File: src/rtl/mult_seq32.sv
// mult_seq32 -- sequential shift-and-add unsigned multiplier, N x N -> 2N.
// One operand pair is processed at a time with a valid/ready handshake on
// both sides; the product is held under backpressure until it is taken.
// Optional build macro: MULT_SEQ_EARLY_EXIT_EN -- when defined, a zero
// operand skips the iteration and the (zero) product is offered one cycle
// after the accept. Intended for N >= 2.

// N-bit ripple-carry adder built from a chain of full adders.
module mult_seq32_ripple_adder #(
    parameter int W = 32
) (
    input  logic [W-1:0] ina,
    input  logic [W-1:0] inb,
    input  logic         ci,
    output logic         co,
    output logic [W-1:0] out
);

    logic [W:0] w_carry;

    assign w_carry[0] = ci;

    genvar gi;
    generate
        for (gi = 0; gi < W; gi++) begin : g_fa
            assign out[gi]         = ina[gi] ^ inb[gi] ^ w_carry[gi];
            assign w_carry[gi + 1] = (ina[gi] & inb[gi]) |
                                     (w_carry[gi] & (ina[gi] ^ inb[gi]));
        end
    endgenerate

    assign co = w_carry[W];

endmodule

module mult_seq32 #(
    parameter int N = 32
) (
    input  logic             clk,
    input  logic             rst,
    input  logic             in_valid,
    output logic             in_ready,
    input  logic [N-1:0]     in_a,
    input  logic [N-1:0]     in_b,
    output logic             out_valid,
    input  logic             out_ready,
    output logic [2*N-1:0]   out_product,
    output logic             busy
);

    // Iteration counter only needs to reach N-1; it is cleared on accept.
    localparam int CW = (N > 1) ? $clog2(N) : 1;

    typedef enum logic [1:0] {
        S_IDLE = 2'd0,
        S_RUN  = 2'd1,
        S_DONE = 2'd2
    } state_t;

    state_t         r_state;
    logic [N-1:0]   r_a;        // latched multiplicand
    logic [N-1:0]   r_hi;       // upper half of the partial product
    logic [N-1:0]   r_lo;       // multiplier bits still to consume / lower product half
    logic [CW-1:0]  r_count;

    logic [N-1:0]   w_addend;
    logic [N-1:0]   w_sum;
    logic           w_co;

    // Add A into the upper half only when the current multiplier bit is set.
    assign w_addend = r_lo[0] ? r_a : '0;

    // The single adder used by the datapath; its carry-out becomes the new
    // top bit of HI after the right shift, so no product bit is ever lost.
    mult_seq32_ripple_adder #(
        .W (N)
    ) u_adder (
        .ina (r_hi),
        .inb (w_addend),
        .ci  (1'b0),
        .co  (w_co),
        .out (w_sum)
    );

    // Control FSM and shift-add datapath; reset overrides everything.
    always_ff @(posedge clk) begin
        if (rst) begin
            r_state <= S_IDLE;
            r_a     <= '0;
            r_hi    <= '0;
            r_lo    <= '0;
            r_count <= '0;
        end else begin
            case (r_state)
                S_IDLE: begin
                    if (in_valid) begin
                        r_a     <= in_a;
                        r_hi    <= '0;
                        r_count <= '0;
`ifdef MULT_SEQ_EARLY_EXIT_EN
                        if ((in_a == '0) || (in_b == '0)) begin
                            // Product is trivially zero; skip the iteration.
                            r_lo    <= '0;
                            r_state <= S_DONE;
                        end else begin
                            r_lo    <= in_b;
                            r_state <= S_RUN;
                        end
`else
                        r_lo    <= in_b;
                        r_state <= S_RUN;
`endif
                    end
                end
                S_RUN: begin
                    // {HI,LO} <= {co, sum, LO} >> 1
                    r_hi    <= {w_co, w_sum[N-1:1]};
                    r_lo    <= {w_sum[0], r_lo[N-1:1]};
                    r_count <= r_count + CW'(1);
                    if (r_count == CW'(N - 1)) begin
                        r_state <= S_DONE;
                    end
                end
                S_DONE: begin
                    // Hold the product until the consumer takes it. The
                    // transfer cycle itself never accepts a new pair because
                    // in_ready is low outside IDLE.
                    if (out_ready) begin
                        r_state <= S_IDLE;
                    end
                end
                default: begin
                    r_state <= S_IDLE;
                end
            endcase
        end
    end

    assign in_ready    = (r_state == S_IDLE);
    assign out_valid   = (r_state == S_DONE);
    assign busy        = (r_state != S_IDLE);
    assign out_product = {r_hi, r_lo};

endmodule

File: config.mk
export PLATFORM = sky130hd
export DESIGN_NAME = mult_seq32
export DESIGN_NICKNAME = d
export VERILOG_FILES = /design/src/rtl/mult_seq32.sv
export SDC_FILE = /design/constraint.sdc
export NUM_CORES = 1
export LEC_CHECK = 0
export ABC_AREA = 0
export BUFFER_PORTS_ARGS = -buffer_cell sky130_fd_sc_hd__buf_2
export CAP_MARGIN = 20
export CORE_ASPECT_RATIO = 1.2
export CORE_MARGIN = 4
export CORE_UTILIZATION = 50
export DETAILED_ROUTE_END_ITERATION = 8
export GPL_TIMING_DRIVEN = 0
export PLACE_DENSITY = 0.89
export REMOVE_ABC_BUFFERS = 1
export SYNTH_ARGS = -nofsm -noshare
export SYNTH_HDL_FRONTEND = slang
export SYNTH_SLANG_ARGS = --single-unit
File: constraint.sdc
create_clock -name clk -period 26.7 [get_ports clk]
set_clock_uncertainty 0.2 [all_clocks]
set_input_delay 1.335 -clock clk [delete_from_list [all_inputs] [get_ports clk]]
set_output_delay 1.335 -clock clk [all_outputs]
set_load 0.005 [all_outputs]
==> results of run 1 <==
==> worst register-to-register path: cells and delay by family, from the launching register on <==
kind / cells / cell delay (ns)
and+or+nand+nor: 2 / 0.29
adders and majority gates: 32 / 12.40
DFF: 1 / 0.74
buffers and inverters: 6 / 0.56
AOI/OAI and AO/OA: 1 / 0.14
==> synth_stat cells, drive strengths merged <==
cell,number
inv,36
or3,1
or3b,1
nor3b,1
nand3,36
a311oi,1
and2,3
or2,1
nand2,131
o21bai,1
a31oi,1
nor2b,2
a22oi,1
dfxtp,103
buf,29
nor3,1
ha,3
and3,1
o21ba,1
nor2,35
o211a,1
clkbuf,19
a21oi,98
fa,31
nand2b,31
o21a,1
a211oi,32
==> through the flow <==
step	power [mW]	setup slack [ns]	instances
final	0.357	12.33	834
after global routing	0.372	11.72	834
after CTS	0.360	12.22	834
after detailed placement	0.219	12.25	818
after global placement	0.213	11.98	811
after floorplan	0.194	12.90	554
==> final cells by class <==
type                    instances  share of cell area
multi-input cells             415               0.420
flip-flops and latches        103               0.341
repair buffers                141               0.137
clock buffers                   9              0.0373
well taps                     123              0.0255
inverters                      36              0.0224
clock inverters                 7              0.0159
==> state kept, by name (all words and copies together) (netlist names) <==
name     flops
r_a         32
r_hi        32
r_lo        32
r_count      5
r_state      2
==> per-layer routing <==
metal	GRT usage	vias to the layer above
met5	0	-
met4	0.0747	0
met3	0.0356	13
met2	0.375	162
met1	0.265	2151
li1	-	2163
==> cell families after synthesis <==
family	count (synthesis)
adders and majority gates	34
DFF	103
buffers and inverters	84
AOI/OAI and AO/OA	137
and+or+nand+nor	244
==> worst paths after layout <==
path	start	endpoint	slack, ns
setup / recovery	r_lo[0]	r_hi[30]	12.33
hold / removal	r_a[10]	r_a[10]	0.26
setup reg to reg	r_lo[0]	r_hi[30]	12.33
hold reg to reg	r_a[10]	r_a[10]	0.26
==> where the power goes <==
| group | internal [mW] | total, mW | switching, mW |
|---|---|---|---|
| clock network | 0.0823 | 0.141 | 0.0591 |
| registers | 0.162 | 0.169 | 0.00659 |
| logic | 0.0194 | 0.0472 | 0.0278 |
==> flow_metrics.env, run 1 <==
export IMPL_clk_insertion_delay_late_ns=0.34
export IMPL_multiInputGateArea_um2=2540
export IMPL_worstSetupPathType="flip-flop to flip-flop"
export IMPL_antenna_found_initial=0
export IMPL_cp_end_kind="flip-flop"
export IMPL_met3_length_um=950
export IMPL_seqCellArea_um2=2060
export IMPL_root_buffer="clkbuf_16"
export IMPL_muxShareOfSynthArea=0
export IMPL_start_util=0.517
export IMPL_synthXorXnorAreaFrac=0
export IMPL_power_per_cell_area_nw_per_um2=59.1
export IMPL_fin_crit_sh=0.538
export IMPL_drt_wl_total_um=12200
export IMPL_holdWs_ns=0.255
export IMPL_required_ns=26.77
export IMPL_area_growth_pct=21.7
export IMPL_cp_start_kind="flip-flop"
export IMPL_drive_above_1_share=0.231
export IMPL_drc=0
export IMPL_layout_commonest_cell="buf_2"
export IMPL_cts_path_max_buffers=2
export IMPL_synth_fa_ha_area_frac=0.132
export IMPL_grt_ovfl_total=0
export IMPL_hold_viol=0
export IMPL_fmax_mhz=69.6
export IMPL_met1_length_um=5070
export IMPL_synth_simple_gate_area_frac=0.216
export IMPL_cts_setup_buffers=0
export IMPL_status="complete, no violations"
export IMPL_leakage_nw=2.38
export IMPL_port_buffers=134
export IMPL_cts_hold_buf=0
export IMPL_post_cts_resized=0
export IMPL_rsz0062_at_grt="false"
export IMPL_placed_area_um2=5720
export IMPL_die_area_um2=11600
export IMPL_cp_common_cell="fa_1"
export IMPL_n_antenna_cell=0
export IMPL_setup_viol=0
export IMPL_setup_tns_ns=0
export IMPL_critPathArrivalTime_ns=14.44
export IMPL_yosysSeqAreaShare=0.415
export IMPL_ys_warn_count=0
export IMPL_nFillCells=851
export IMPL_crit_path_max_incr_delay_ns=0.74
export IMPL_nets=808
export IMPL_synth_top_family_by_area="simple AND/OR/NAND/NOR gates"
export IMPL_crit_family="adder cells"
export IMPL_yosys_area_top_type="dfxtp_1"
export IMPL_hold_path_depth=2
export IMPL_path_max_fanout=21
export IMPL_synth_area_per_cell_um2=8.25
export IMPL_hp_class="flip-flop to flip-flop"
export IMPL_place_congestion=0.838
export IMPL_tightestPinTransition_ns=0.774
export IMPL_final_cell_area_um2=6040
export IMPL_wl_met2_um=6050
export IMPL_mostFrequentLayoutCells="buf_2 (133), nand2_1 (131), dfxtp_1 (103), a21oi_1 (98)"
export IMPL_syn_inst=602
export IMPL_irDropWorstVdd_v=0.0000268
export IMPL_synth_top_area_frac=0.415
export IMPL_rows=39
export IMPL_tritoncts="done"
export IMPL_synth_cell_types=29
export IMPL_htreeDepth=3
export IMPL_max_cap_violations=0
export IMPL_numCtsBuffers=9
export IMPL_die_h_um=117
export IMPL_grt_pass1_vias=4391
export IMPL_slowest_stage="dfxtp_1"
export IMPL_crit_cells=41
export IMPL_relSlewSlack=0.483
export IMPL_die_x_um=99.0
export IMPL_wl_per_cell_um=14.7
export IMPL_fin_crit_ns=14.37
export IMPL_top_layer="met4"
export IMPL_reg2regPathDepth=41
export IMPL_place_hpwl_um=8720
export IMPL_syn_area_um2=4970
export IMPL_core_area_um2=9610
export IMPL_synth_seq_cells=103
export IMPL_vias=4489
export IMPL_grt_max_degree=65
export IMPL_drt_initial_drc_count=199
export IMPL_worst_path_buf_inv=6
export IMPL_clk_pin_slew_ns=0.07
export IMPL_yosys_top_cells_area="dfxtp_1 (42%), fa_1 (12%), nand2_1 (9.9%)"
export IMPL_synth_compound_area_frac=0.159
export IMPL_firstDrtPassIters=4
export IMPL_final_antenna_net_count=0
export IMPL_final_core_util=0.629
export IMPL_vias_per_cell=5.38
export IMPL_maxSlewViolCount=0
export IMPL_cts_num_sinks=103
export IMPL_grt_pass1_wl_um=20200
export IMPL_track_usage=0.213
export IMPL_ios=135
No activity file was read; power rests on OpenSTA's default activity.
==> inputs of run 2 (changes only) <==
==> constraint.sdc (replaced) <==
create_clock -name clk -period 14.5 [get_ports clk]
set_clock_uncertainty 0.2 [all_clocks]
set_input_delay 0.725 -clock clk [delete_from_list [all_inputs] [get_ports clk]]
set_output_delay 0.725 -clock clk [all_outputs]
set_load 0.005 [all_outputs]
==> run 2 against run 1 <==
Against the previous run: die area unchanged; utilization increased by 0.22 points; first-iteration DRC count increased by 6.0%; final cell count increased by 0.24%; non-clock buffer count increased by 2; design area increased by 0.35%; sequential share of layout area decreased by 0.058 points; power increased by 84%; maximum frequency increased by 3.3%.
==> flow_metrics.env, run 2 (same netlist as run 1, synthesis figures left out) <==
export IMPL_vias_per_cell=5.40
export IMPL_hold_path_depth=2
export IMPL_grt_ovfl_total=0
export IMPL_track_usage=0.213
export IMPL_worstSetupPathType="flip-flop to flip-flop"
export IMPL_cts_num_sinks=103
export IMPL_setup_tns_ns=0
export IMPL_firstDrtPassIters=5
export IMPL_final_core_util=0.631
export IMPL_power_per_cell_area_nw_per_um2=109
export IMPL_final_antenna_net_count=0
export IMPL_stdcell_count=836
export IMPL_drt_initial_drc_count=211
export IMPL_core_area_um2=9610
export IMPL_hold_viol=0
export IMPL_area_growth_pct=22.1
export IMPL_start_util=0.517
export IMPL_max_cap_violations=0
export IMPL_wl_per_cell_um=14.6
export IMPL_rows=39
export IMPL_slowest_stage="fa_1"
export IMPL_antenna_found_initial=0
export IMPL_reg2regPathDepth=41
export IMPL_vias=4511
export IMPL_tritoncts="done"
export IMPL_cp_end_kind="flip-flop"
export IMPL_min_delay_worst_endpoint="r_a[10]"
export IMPL_fmax_mhz=71.9
export IMPL_tightestPinTransition_ns=0.781
export IMPL_die_area_um2=11600
export IMPL_die_h_um=117
export IMPL_nFillCells=849
export IMPL_cp_start_kind="flip-flop"
export IMPL_drive_above_1_share=0.236
export IMPL_leakage_nw=2.39
export IMPL_maxSlewViolCount=0
export IMPL_clk_insertion_delay_late_ns=0.34
export IMPL_numCtsBuffers=9
export IMPL_hp_class="flip-flop to flip-flop"
export IMPL_setup_viol=0
export IMPL_mostFrequentLayoutCells="buf_2 (133), nand2_1 (131), dfxtp_1 (102), a21oi_1 (98)"
export IMPL_die_x_um=99.0
export IMPL_crit_path_max_incr_delay_ns=0.44
export IMPL_required_ns=14.57
export IMPL_rsz0062_at_grt="false"
export IMPL_root_buffer="clkbuf_16"
export IMPL_power_mw=0.658
export IMPL_n_antenna_cell=0
export IMPL_reg2reg_slack_ns=0.58
export IMPL_drt_wl_total_um=12200
export IMPL_timing_rr_end="r_hi[30]"
export IMPL_irDropWorstVdd_v=0.0000496
export IMPL_cp_common_cell="fa_1"
export IMPL_fin_crit_ns=13.92
export IMPL_reg_largest_list="r_a (32), r_hi (32), r_lo (32)"
export IMPL_relSlewSlack=0.478
export IMPL_grt_pass1_vias=4391
export IMPL_grt_pass1_wl_um=20200
export IMPL_cts_path_max_buffers=2
export IMPL_htreeDepth=3
export IMPL_fin_crit_sh=0.960
export IMPL_clk_pin_slew_ns=0.07
export IMPL_dp_cells=818
export IMPL_layout_commonest_cell="buf_2"
export IMPL_grt_max_degree=65
export IMPL_r2r_start="r_lo[0]"
export IMPL_place_hpwl_um=8720
export IMPL_critPathArrivalTime_ns=13.99
export IMPL_status="complete, no violations"
export IMPL_place_congestion=0.838
export IMPL_ios=135
export IMPL_drc=0
export IMPL_nets=810
export IMPL_path_max_fanout=21
export IMPL_hold_start="r_a[10]"
export IMPL_holdWs_ns=0.255
export IMPL_port_buffers=134
run 2: worst max path at each step:
stage	startpoint	endpoint	depth (start not counted)
after global routing	r_lo[0]	r_hi[30]	41
after CTS	r_lo[0]	r_hi[30]	41
final	r_lo[0]	r_hi[30]	41
after detailed placement	r_lo[0]	r_hi[30]	41
after floorplan	r_lo[0]	r_hi[30]	40
after global placement	r_lo[0]	r_hi[30]	40
run 2: critical path: cells and delay by family (launching register included):
family                     cells  cell delay (ns)
DFF                            1             0.40
buffers and inverters          6             0.48
and+or+nand+nor                2             0.29
adders and majority gates     32            12.35
AOI/OAI and AO/OA              1             0.14
run 2: repair_timing:
action | in CTS | in global routing
resized for setup | 0 | 3
setup endpoints to repair | 0 | 3
hold buffers | 0 | 0
buffers inserted | 0 | 2
run 2: layout make-up:
cell class,instances,area [µm²],area share
Clock buffer,9,225,0.0371
Clock inverter,7,96.3,0.0159
Inverter,36,135,0.0223
Multi-Input combinational cell,415,2540,0.419
Sequential cell,103,2070,0.341
Tap cell,123,154,0.0254
Timing Repair Buffer,143,846,0.139
run 2: per-layer routing:
| layer | track usage | vias to the layer above | share of wire |
|---|---|---|---|
| li1 | - | 2164 | - |
| met1 | 0.265 | 2167 | 0.42 |
| met2 | 0.375 | 168 | 0.50 |
| met3 | 0.0356 | 12 | 0.075 |
| met4 | 0.0747 | 0 | 0.012 |
| met5 | 0 | - | 0 |
run 2: report_power, final:
| group | internal, mW | switching (mW) |
|---|---|---|
| Sequential | 0.298 | 0.0113 |
| Combinational | 0.0364 | 0.0520 |
| Clock | 0.152 | 0.109 |
| Total | 0.486 | 0.172 |
run 2: per-stage QoR:
stage	setup WS [ns]	cell area (µm²)
2_1_floorplan	0.703	4720
3_3_place_gp	-0.220	5540
3_5_place_dp	0.0492	5720
4_1_cts	0.0214	6040
5_1_grt	0.0445	6060
6_report	0.584	6060
